$ cat src/rtl/ripple_mon_pkg.sv
// Shared types, default sizes and the sequence helper for the ripple-counter monitor.
package ripple_mon_pkg;

    localparam int DEF_WIDTH  = 4;
    localparam int DEF_WRAP_W = 8;

    typedef enum logic [0:0] {
        ACQUIRE = 1'b0,
        TRACK   = 1'b1
    } mon_state_t;

    // Next legal count after 'value'. The caller truncates the result to its own
    // width, which gives the modulo-2^WIDTH wrap for free.
    function automatic logic [31:0] next_expected(input logic [31:0] value, input logic dir);
        logic [31:0] result;
        if (dir) begin
            result = value - 32'd1;
        end else begin
            result = value + 32'd1;
        end
        return result;
    endfunction

endpackage

$ cat src/rtl/sync_stable_filter.sv
// Brings the asynchronous ripple count into clk, then flags the cycle in which
// the synchronized value has stayed unchanged for STABLE_CYCLES edges.
module sync_stable_filter #(
    parameter int WIDTH         = 4,
    parameter int STABLE_CYCLES = 2
) (
    input  logic             clk,
    input  logic             rst,
    input  logic [WIDTH-1:0] count_in,
    output logic [WIDTH-1:0] stable_value,
    output logic             stable_hit
);

    localparam int CNT_W = $clog2(STABLE_CYCLES + 1);
    localparam logic [CNT_W-1:0] STAB_MAX = CNT_W'(STABLE_CYCLES);
    localparam logic [CNT_W-1:0] STAB_PRE = CNT_W'(STABLE_CYCLES - 1);
    localparam logic [CNT_W-1:0] STAB_ONE = CNT_W'(1);

    logic [WIDTH-1:0] meta_r;
    logic [WIDTH-1:0] sync_r;
    logic [1:0]       warm_r;
    logic [CNT_W-1:0] stab_cnt_r;
    logic [1:0]       warm_next_s;
    logic [CNT_W-1:0] stab_next_s;
    logic             hit_s;

    // Stability bookkeeping; counting waits until both synchronizer stages hold
    // real samples so the reset zeros are never mistaken for a settled count.
    always_comb begin
        warm_next_s = warm_r;
        stab_next_s = stab_cnt_r;
        hit_s       = 1'b0;
        if (warm_r != 2'd2) begin
            warm_next_s = warm_r + 2'd1;
        end else if (meta_r != sync_r) begin
            stab_next_s = {CNT_W{1'b0}};
        end else if (stab_cnt_r != STAB_MAX) begin
            stab_next_s = stab_cnt_r + STAB_ONE;
            hit_s       = (stab_cnt_r == STAB_PRE);
        end else begin
            stab_next_s = stab_cnt_r;
        end
    end

    // Two-flop synchronizer and stability counter state.
    always_ff @(posedge clk or negedge rst) begin
        if (!rst) begin
            meta_r     <= {WIDTH{1'b0}};
            sync_r     <= {WIDTH{1'b0}};
            warm_r     <= 2'd0;
            stab_cnt_r <= {CNT_W{1'b0}};
        end else begin
            meta_r     <= count_in;
            sync_r     <= meta_r;
            warm_r     <= warm_next_s;
            stab_cnt_r <= stab_next_s;
        end
    end

    assign stable_value = sync_r;
    assign stable_hit   = hit_s;

endmodule

$ cat src/rtl/ripple_count_monitor.sv
// Sequence checker for a ripple counter: accepts settled values, checks each
// against the expected next count, counts wraps and offers values on a
// one-entry valid/ready buffer with sticky error/overrun status.
module ripple_count_monitor
    import ripple_mon_pkg::*;
#(
    parameter int WIDTH         = DEF_WIDTH,
    parameter int STABLE_CYCLES = 2,
    parameter bit DIR_DOWN      = 1'b1,
    parameter int WRAP_W        = DEF_WRAP_W
) (
    input  logic              clk,
    input  logic              rst,
    input  logic [WIDTH-1:0]  count_in,
    input  logic              resync,
    input  logic              err_clear,
    output logic [WIDTH-1:0]  sample_value,
    output logic              sample_valid,
    input  logic              sample_ready,
    output logic              seq_error,
    output logic              overrun,
    output logic [WRAP_W-1:0] wrap_count
);

    localparam logic [WIDTH-1:0]  ZERO_VAL = {WIDTH{1'b0}};
    localparam logic [WIDTH-1:0]  MAX_VAL  = {WIDTH{1'b1}};
    localparam logic [WRAP_W-1:0] WRAP_MAX = {WRAP_W{1'b1}};
    localparam logic [WRAP_W-1:0] WRAP_ONE = WRAP_W'(1);

    mon_state_t        state_r;
    mon_state_t        state_next_s;
    logic [WIDTH-1:0]  last_acc_r;
    logic [WIDTH-1:0]  value_r;
    logic              valid_r;
    logic              seq_error_r;
    logic              overrun_r;
    logic [WRAP_W-1:0] wrap_r;

    logic [WIDTH-1:0]  last_acc_next_s;
    logic [WIDTH-1:0]  value_next_s;
    logic              valid_next_s;
    logic              seq_error_next_s;
    logic              overrun_next_s;
    logic [WRAP_W-1:0] wrap_next_s;

    logic [WIDTH-1:0]  s_s;
    logic              hit_s;
    logic              event_s;
    logic              acq_evt_s;
    logic              trk_evt_s;
    logic [WIDTH-1:0]  expected_s;
    logic              mismatch_s;
    logic              wrap_edge_s;
    logic              wrap_hit_s;
    logic              drop_s;

    sync_stable_filter #(
        .WIDTH        (WIDTH),
        .STABLE_CYCLES(STABLE_CYCLES)
    ) u_filter (
        .clk         (clk),
        .rst         (rst),
        .count_in    (count_in),
        .stable_value(s_s),
        .stable_hit  (hit_s)
    );

    // Event qualification, sequence check and wrap detection for this edge.
    // A settled value equal to the last accepted one is a re-saturation, not a
    // new count, unless we are (re)acquiring.
    always_comb begin
        event_s     = hit_s && ((s_s != last_acc_r) || (state_r == ACQUIRE) || resync);
        acq_evt_s   = event_s && ((state_r == ACQUIRE) || resync);
        trk_evt_s   = event_s && !acq_evt_s;
        expected_s  = WIDTH'(next_expected(32'(last_acc_r), DIR_DOWN));
        mismatch_s  = trk_evt_s && (s_s != expected_s);
        wrap_edge_s = DIR_DOWN ? (last_acc_r == ZERO_VAL) : (last_acc_r == MAX_VAL);
        wrap_hit_s  = trk_evt_s && !mismatch_s && wrap_edge_s;
        drop_s      = event_s && valid_r && !sample_ready;
    end

    // Next FSM state: any event leads to tracking, resync alone drops back.
    always_comb begin
        state_next_s = state_r;
        case (state_r)
            ACQUIRE: begin
                if (event_s) begin
                    state_next_s = TRACK;
                end else begin
                    state_next_s = ACQUIRE;
                end
            end
            TRACK: begin
                if (event_s) begin
                    state_next_s = TRACK;
                end else if (resync) begin
                    state_next_s = ACQUIRE;
                end else begin
                    state_next_s = TRACK;
                end
            end
            default: state_next_s = ACQUIRE;
        endcase
    end

    // Next values for the reference, output buffer, sticky flags and wrap count.
    // Sticky flags give priority to a new set over a clear in the same cycle.
    always_comb begin
        last_acc_next_s  = last_acc_r;
        value_next_s     = value_r;
        valid_next_s     = valid_r;
        seq_error_next_s = seq_error_r;
        overrun_next_s   = overrun_r;
        wrap_next_s      = wrap_r;

        if (event_s) begin
            last_acc_next_s = s_s;
            if (!valid_r || sample_ready) begin
                value_next_s = s_s;
                valid_next_s = 1'b1;
            end else begin
                value_next_s = value_r;
                valid_next_s = 1'b1;
            end
        end else if (sample_ready) begin
            valid_next_s = 1'b0;
        end else begin
            valid_next_s = valid_r;
        end

        if (mismatch_s) begin
            seq_error_next_s = 1'b1;
        end else if (err_clear) begin
            seq_error_next_s = 1'b0;
        end else begin
            seq_error_next_s = seq_error_r;
        end

        if (drop_s) begin
            overrun_next_s = 1'b1;
        end else if (err_clear) begin
            overrun_next_s = 1'b0;
        end else begin
            overrun_next_s = overrun_r;
        end

        if (wrap_hit_s && (wrap_r != WRAP_MAX)) begin
            wrap_next_s = wrap_r + WRAP_ONE;
        end else begin
            wrap_next_s = wrap_r;
        end
    end

    // State and output registers.
    always_ff @(posedge clk or negedge rst) begin
        if (!rst) begin
            state_r     <= ACQUIRE;
            last_acc_r  <= {WIDTH{1'b0}};
            value_r     <= {WIDTH{1'b0}};
            valid_r     <= 1'b0;
            seq_error_r <= 1'b0;
            overrun_r   <= 1'b0;
            wrap_r      <= {WRAP_W{1'b0}};
        end else begin
            state_r     <= state_next_s;
            last_acc_r  <= last_acc_next_s;
            value_r     <= value_next_s;
            valid_r     <= valid_next_s;
            seq_error_r <= seq_error_next_s;
            overrun_r   <= overrun_next_s;
            wrap_r      <= wrap_next_s;
        end
    end

    assign sample_value = value_r;
    assign sample_valid = valid_r;
    assign seq_error    = seq_error_r;
    assign overrun      = overrun_r;
    assign wrap_count   = wrap_r;

endmodule

$ cat config.mk
export PLATFORM = sky130hd
export DESIGN_NAME = ripple_count_monitor
export DESIGN_NICKNAME = d
export VERILOG_FILES = /design/src/rtl/ripple_mon_pkg.sv /design/src/rtl/sync_stable_filter.sv /design/src/rtl/ripple_count_monitor.sv
export SDC_FILE = /design/constraint.sdc
export NUM_CORES = 1
export LEC_CHECK = 0
export BUFFER_PORTS_ARGS = -buffer_cell sky130_fd_sc_hd__buf_2
export CORE_MARGIN = 5
export CORE_UTILIZATION = 54
export DETAILED_ROUTE_END_ITERATION = 10
export GPL_TIMING_DRIVEN = 0
export PLACE_DENSITY = 0.87
export SLEW_MARGIN = 40
export SYNTH_ARGS = -nofsm -noshare
export SYNTH_HDL_FRONTEND = slang
export SYNTH_HIERARCHICAL = 1
export SYNTH_SLANG_ARGS = --single-unit
$ cat constraint.sdc
create_clock -name clk -period 3 [get_ports clk]
set_input_delay 0.45 -clock clk [delete_from_list [all_inputs] [get_ports clk]]
set_output_delay 0.45 -clock clk [all_outputs]
set_load 0.005 [all_outputs]
==> summary.txt <==
Clocking
  – Clock-pin slew on the worst setup and hold paths: approximately 0.09 ns
  – Post-CTS sizing: 0
  – Setup Fix Bufs, Post-CTS: 0
  – Total CTS buffers: 5
  – Clock Path Buffers: 2
  – Root buf cell: clkbuf_4
  – Max H-tree Level: 2
  – Clock sinks: 32
  – Worst skew pair latency: around 0.33 ns
  – Count of hold-fix buffers inserted at cts: 0
  – TritonCTS clock tree: done

Synthesis
  – Yosys top cell by area: dfrtp_1
  – Syn. warnings: 6
  – Syn Area/Cell: between 10 and 15 um^2
  – Post-Synth XOR/XNOR Area: 12.4%
  – Post-Syn Instances: about 110
  – Area share of the largest cell type after synthesis: 55.2%
  – Synth Cell Area: 1450 um^2
  – Post-synthesis mux area share: under 10%
  – Post-Synth Adder-Cell Area: 5.17%
  – Seq/Total Area, Yosys: between 50% and 60%
  – Largest family of logic cells by synthesized area: simple AND/OR/NAND/NOR gates
  – Complex-gate fraction of the synthesized area: 4.57%
  – Synth Area in Simple Gates: 13.4%
  – Yosys cell types: 31
  – Seq cells post-synth: 32
  – EDFF count, synth: 0
  – Syn_nets: ~130
  – Main synth FF type: dfrtp_1
  – Leading post-synthesis cells by cell area: dfrtp_1 55%, xor2_1 6.6%, ha_1 5.2%, xnor2_1 4.2%, mux2_4 4.1%
  – Post-synth ARST share: 100%

Setup path
  – Crit Path Max Fanout: 9
  – Startpoint Class: flop
  – Crit end category: flop
  – Kind of critical path: flop to flop
  – WP data required: 3.22 ns
  – Crit path arrival time: between 2 and 3 ns

Global route
  – Initial antenna violation count: 0
  – Vias in the first global route: 961
  – All-Layer GR Usage: between 10% and 20%
  – Total gr overflow: 0
  – First-pass GRT wire length: around 4.3 mm
  – Largest net degree at the start of global routing: 33

Power and ir drop
  – Total power: 0.808 mW
  – Max VDD drop: 0.000386 V
  – Cell Pwr Density: 490 nW/um^2
  – Leak: 0.822 nW

STA
  – Maximum operating frequency: 367 MHz
  – Setup_tns: 0 ns
  – RSZ-0062 raised after global routing: false
  – Final WS setup: about 0.28 ns
  – Tmin final: 2.72 ns
  – Worst slew pin tran: 0.696 ns
  – Final Hold Fails: 0
  – Finish-stage setup viols: 0
  – Slew Viols, Final: 0
  – Clock Skews: 0.00593 ns
  – Final Cycle Share: 90.8%
  – Rel. slew slack: 53.6%

Route
  – Final ANT Viol Nets: 0
  – Via count: 932
  – Detailed-route wire length per cell: 14.2 um
  – Via-to-Cell Ratio: 5.36
  – Drt drc: 0
  – Routed wire length: 2.47 mm
  – 1st-iter DRT viols: 15
  – First-pass detailed-route iteration total: 4

Final layout
  – Most frequent cells in the layout: 32 x dfrtp_1, 24 x buf_2, 11 x xor2_1
  – Most common cell after layout, fill and taps aside: dfrtp_1
  – Share of cells above drive strength 1: 29.9%
  – Layout area overhead: 13.7%
  – Layout Nets: 159
  – Post-route cell area: 1650 um^2
  – Non-Filler Instances: approximately 170
  – Fillers: just under 200
  – Ant diodes: 0

Job
  – Max Cap Viol: 0

Die
  – Ports: 24
  – Die area: 3820 um^2
  – Die height: 61.8 um
  – Initial core utilization: roughly 58%
  – Core area: 2520 um^2
  – Chip Width: roughly 60 um
  – Rows: 18

Placement
  – Pre-CTS setup slack: 0.288 ns
  – Port buffer count: 23
  – Placed instance area: roughly 1600 um^2
  – Placed insts: 167
  – Gpl congestion: 0.714
  – Final HPWL DP: 1.85 mm

Hold path
  – Worst min path class: input port to async pin

Run status
  – Status: finished, final reports clean
==> registers in the layout, summed over array words and instances (netlist names) <==
signal / cells
u_filter/stable_value: 4
seq_error: 1
state_r: 1
sample_valid: 1
overrun: 1
sample_value: 4
u_filter/warm_r: 2
last_acc_r: 4
u_filter/stab_cnt_r: 2
wrap_count: 8
u_filter/meta_r: 4
==> cells in the mapped netlist, drive strengths merged, types with 2 or more instances <==
| library cell | count |
|---|---|
| nor4 | 2 |
| nand2 | 8 |
| ha | 6 |
| and3 | 2 |
| nor2 | 4 |
| xor2 | 11 |
| nand3 | 3 |
| o21ai | 4 |
| xnor2 | 7 |
| o22ai | 3 |
| inv | 7 |
| mux2 | 7 |
| nand2b | 4 |
| nand4 | 3 |
| dfrtp | 32 |
==> worst max-delay path, stage by stage (launching register included) <==
cell and delay, ns:
dfrtp_1 0.46, xor2_1 0.20, nor4_2 0.37, and3_2 0.22, buf_2 0.20, and3b_1 0.19
o41ai_1 0.12, nor4_4 0.46, mux2_2 0.39
==> per-layer routing <==
metal	GRT usage, %	up-vias	share of wire, %
met5	0	-	0
met4	7.88	0	1.3
met3	5.17	5	6.0
met2	25.7	18	51
met1	18.8	460	42
li1	-	449	-
==> cell families after synthesis <==
family	count (synthesis)
AO/OA/AOI/OAI	10
XOR/XNOR	19
adder cells (fa/ha/maj)	6
buffers and inverters	8
flip-flops	32
multiplexers	8
AND/OR/NAND/NOR	31
==> final timing paths <==
path                                           from                       end  slack [ns]  cells after the start
hold reg to reg                  u_filter/meta_r[1]  u_filter/stable_value[1]        0.40                      0
setup reg to reg           u_filter/stable_value[1]             wrap_count[1]        0.28                      8
setup / recovery           u_filter/stable_value[1]             wrap_count[1]        0.28                      8
min in group clk                        count_in[2]        u_filter/meta_r[2]        0.22                      1
hold / removal                                  rst             wrap_count[3]        0.16                      1
max in group asynchronous                       rst    u_filter/stab_cnt_r[1]        2.39                      1
==> final cells by class <==
type,count,area [um^2],share of cell area (%)
Multi-Input combinational cell,74,619,37.5
Buffer,1,5.00,0.303
Sequential cell,32,801,48.5
Timing Repair Buffer,23,115,6.97
Tap cell,30,37.5,2.27
Clock inverter,1,5.00,0.303
Inverter,7,26.3,1.59
Clock buffer,6,41.3,2.50
==> stage by stage <==
step | hold WS, ns | util (%)
after CTS | 0.175 | 65.4
after detailed placement | 0.382 | 63.6
after floorplan | 0.154 | -
final | 0.158 | 65.4
after global placement | 0.380 | 63.6
after global routing | 0.207 | 65.4
==> where the power goes <==
group | total [mW] | leakage, nW | internal, mW | switching (mW)
Combinational | 0.116 | 0.373 | 0.0544 | 0.0617
Clock | 0.219 | 0.0281 | 0.0861 | 0.133
Sequential | 0.473 | 0.421 | 0.453 | 0.0201
Total | 0.808 | 0.822 | 0.593 | 0.215
(Power assumes the default switching activity.)
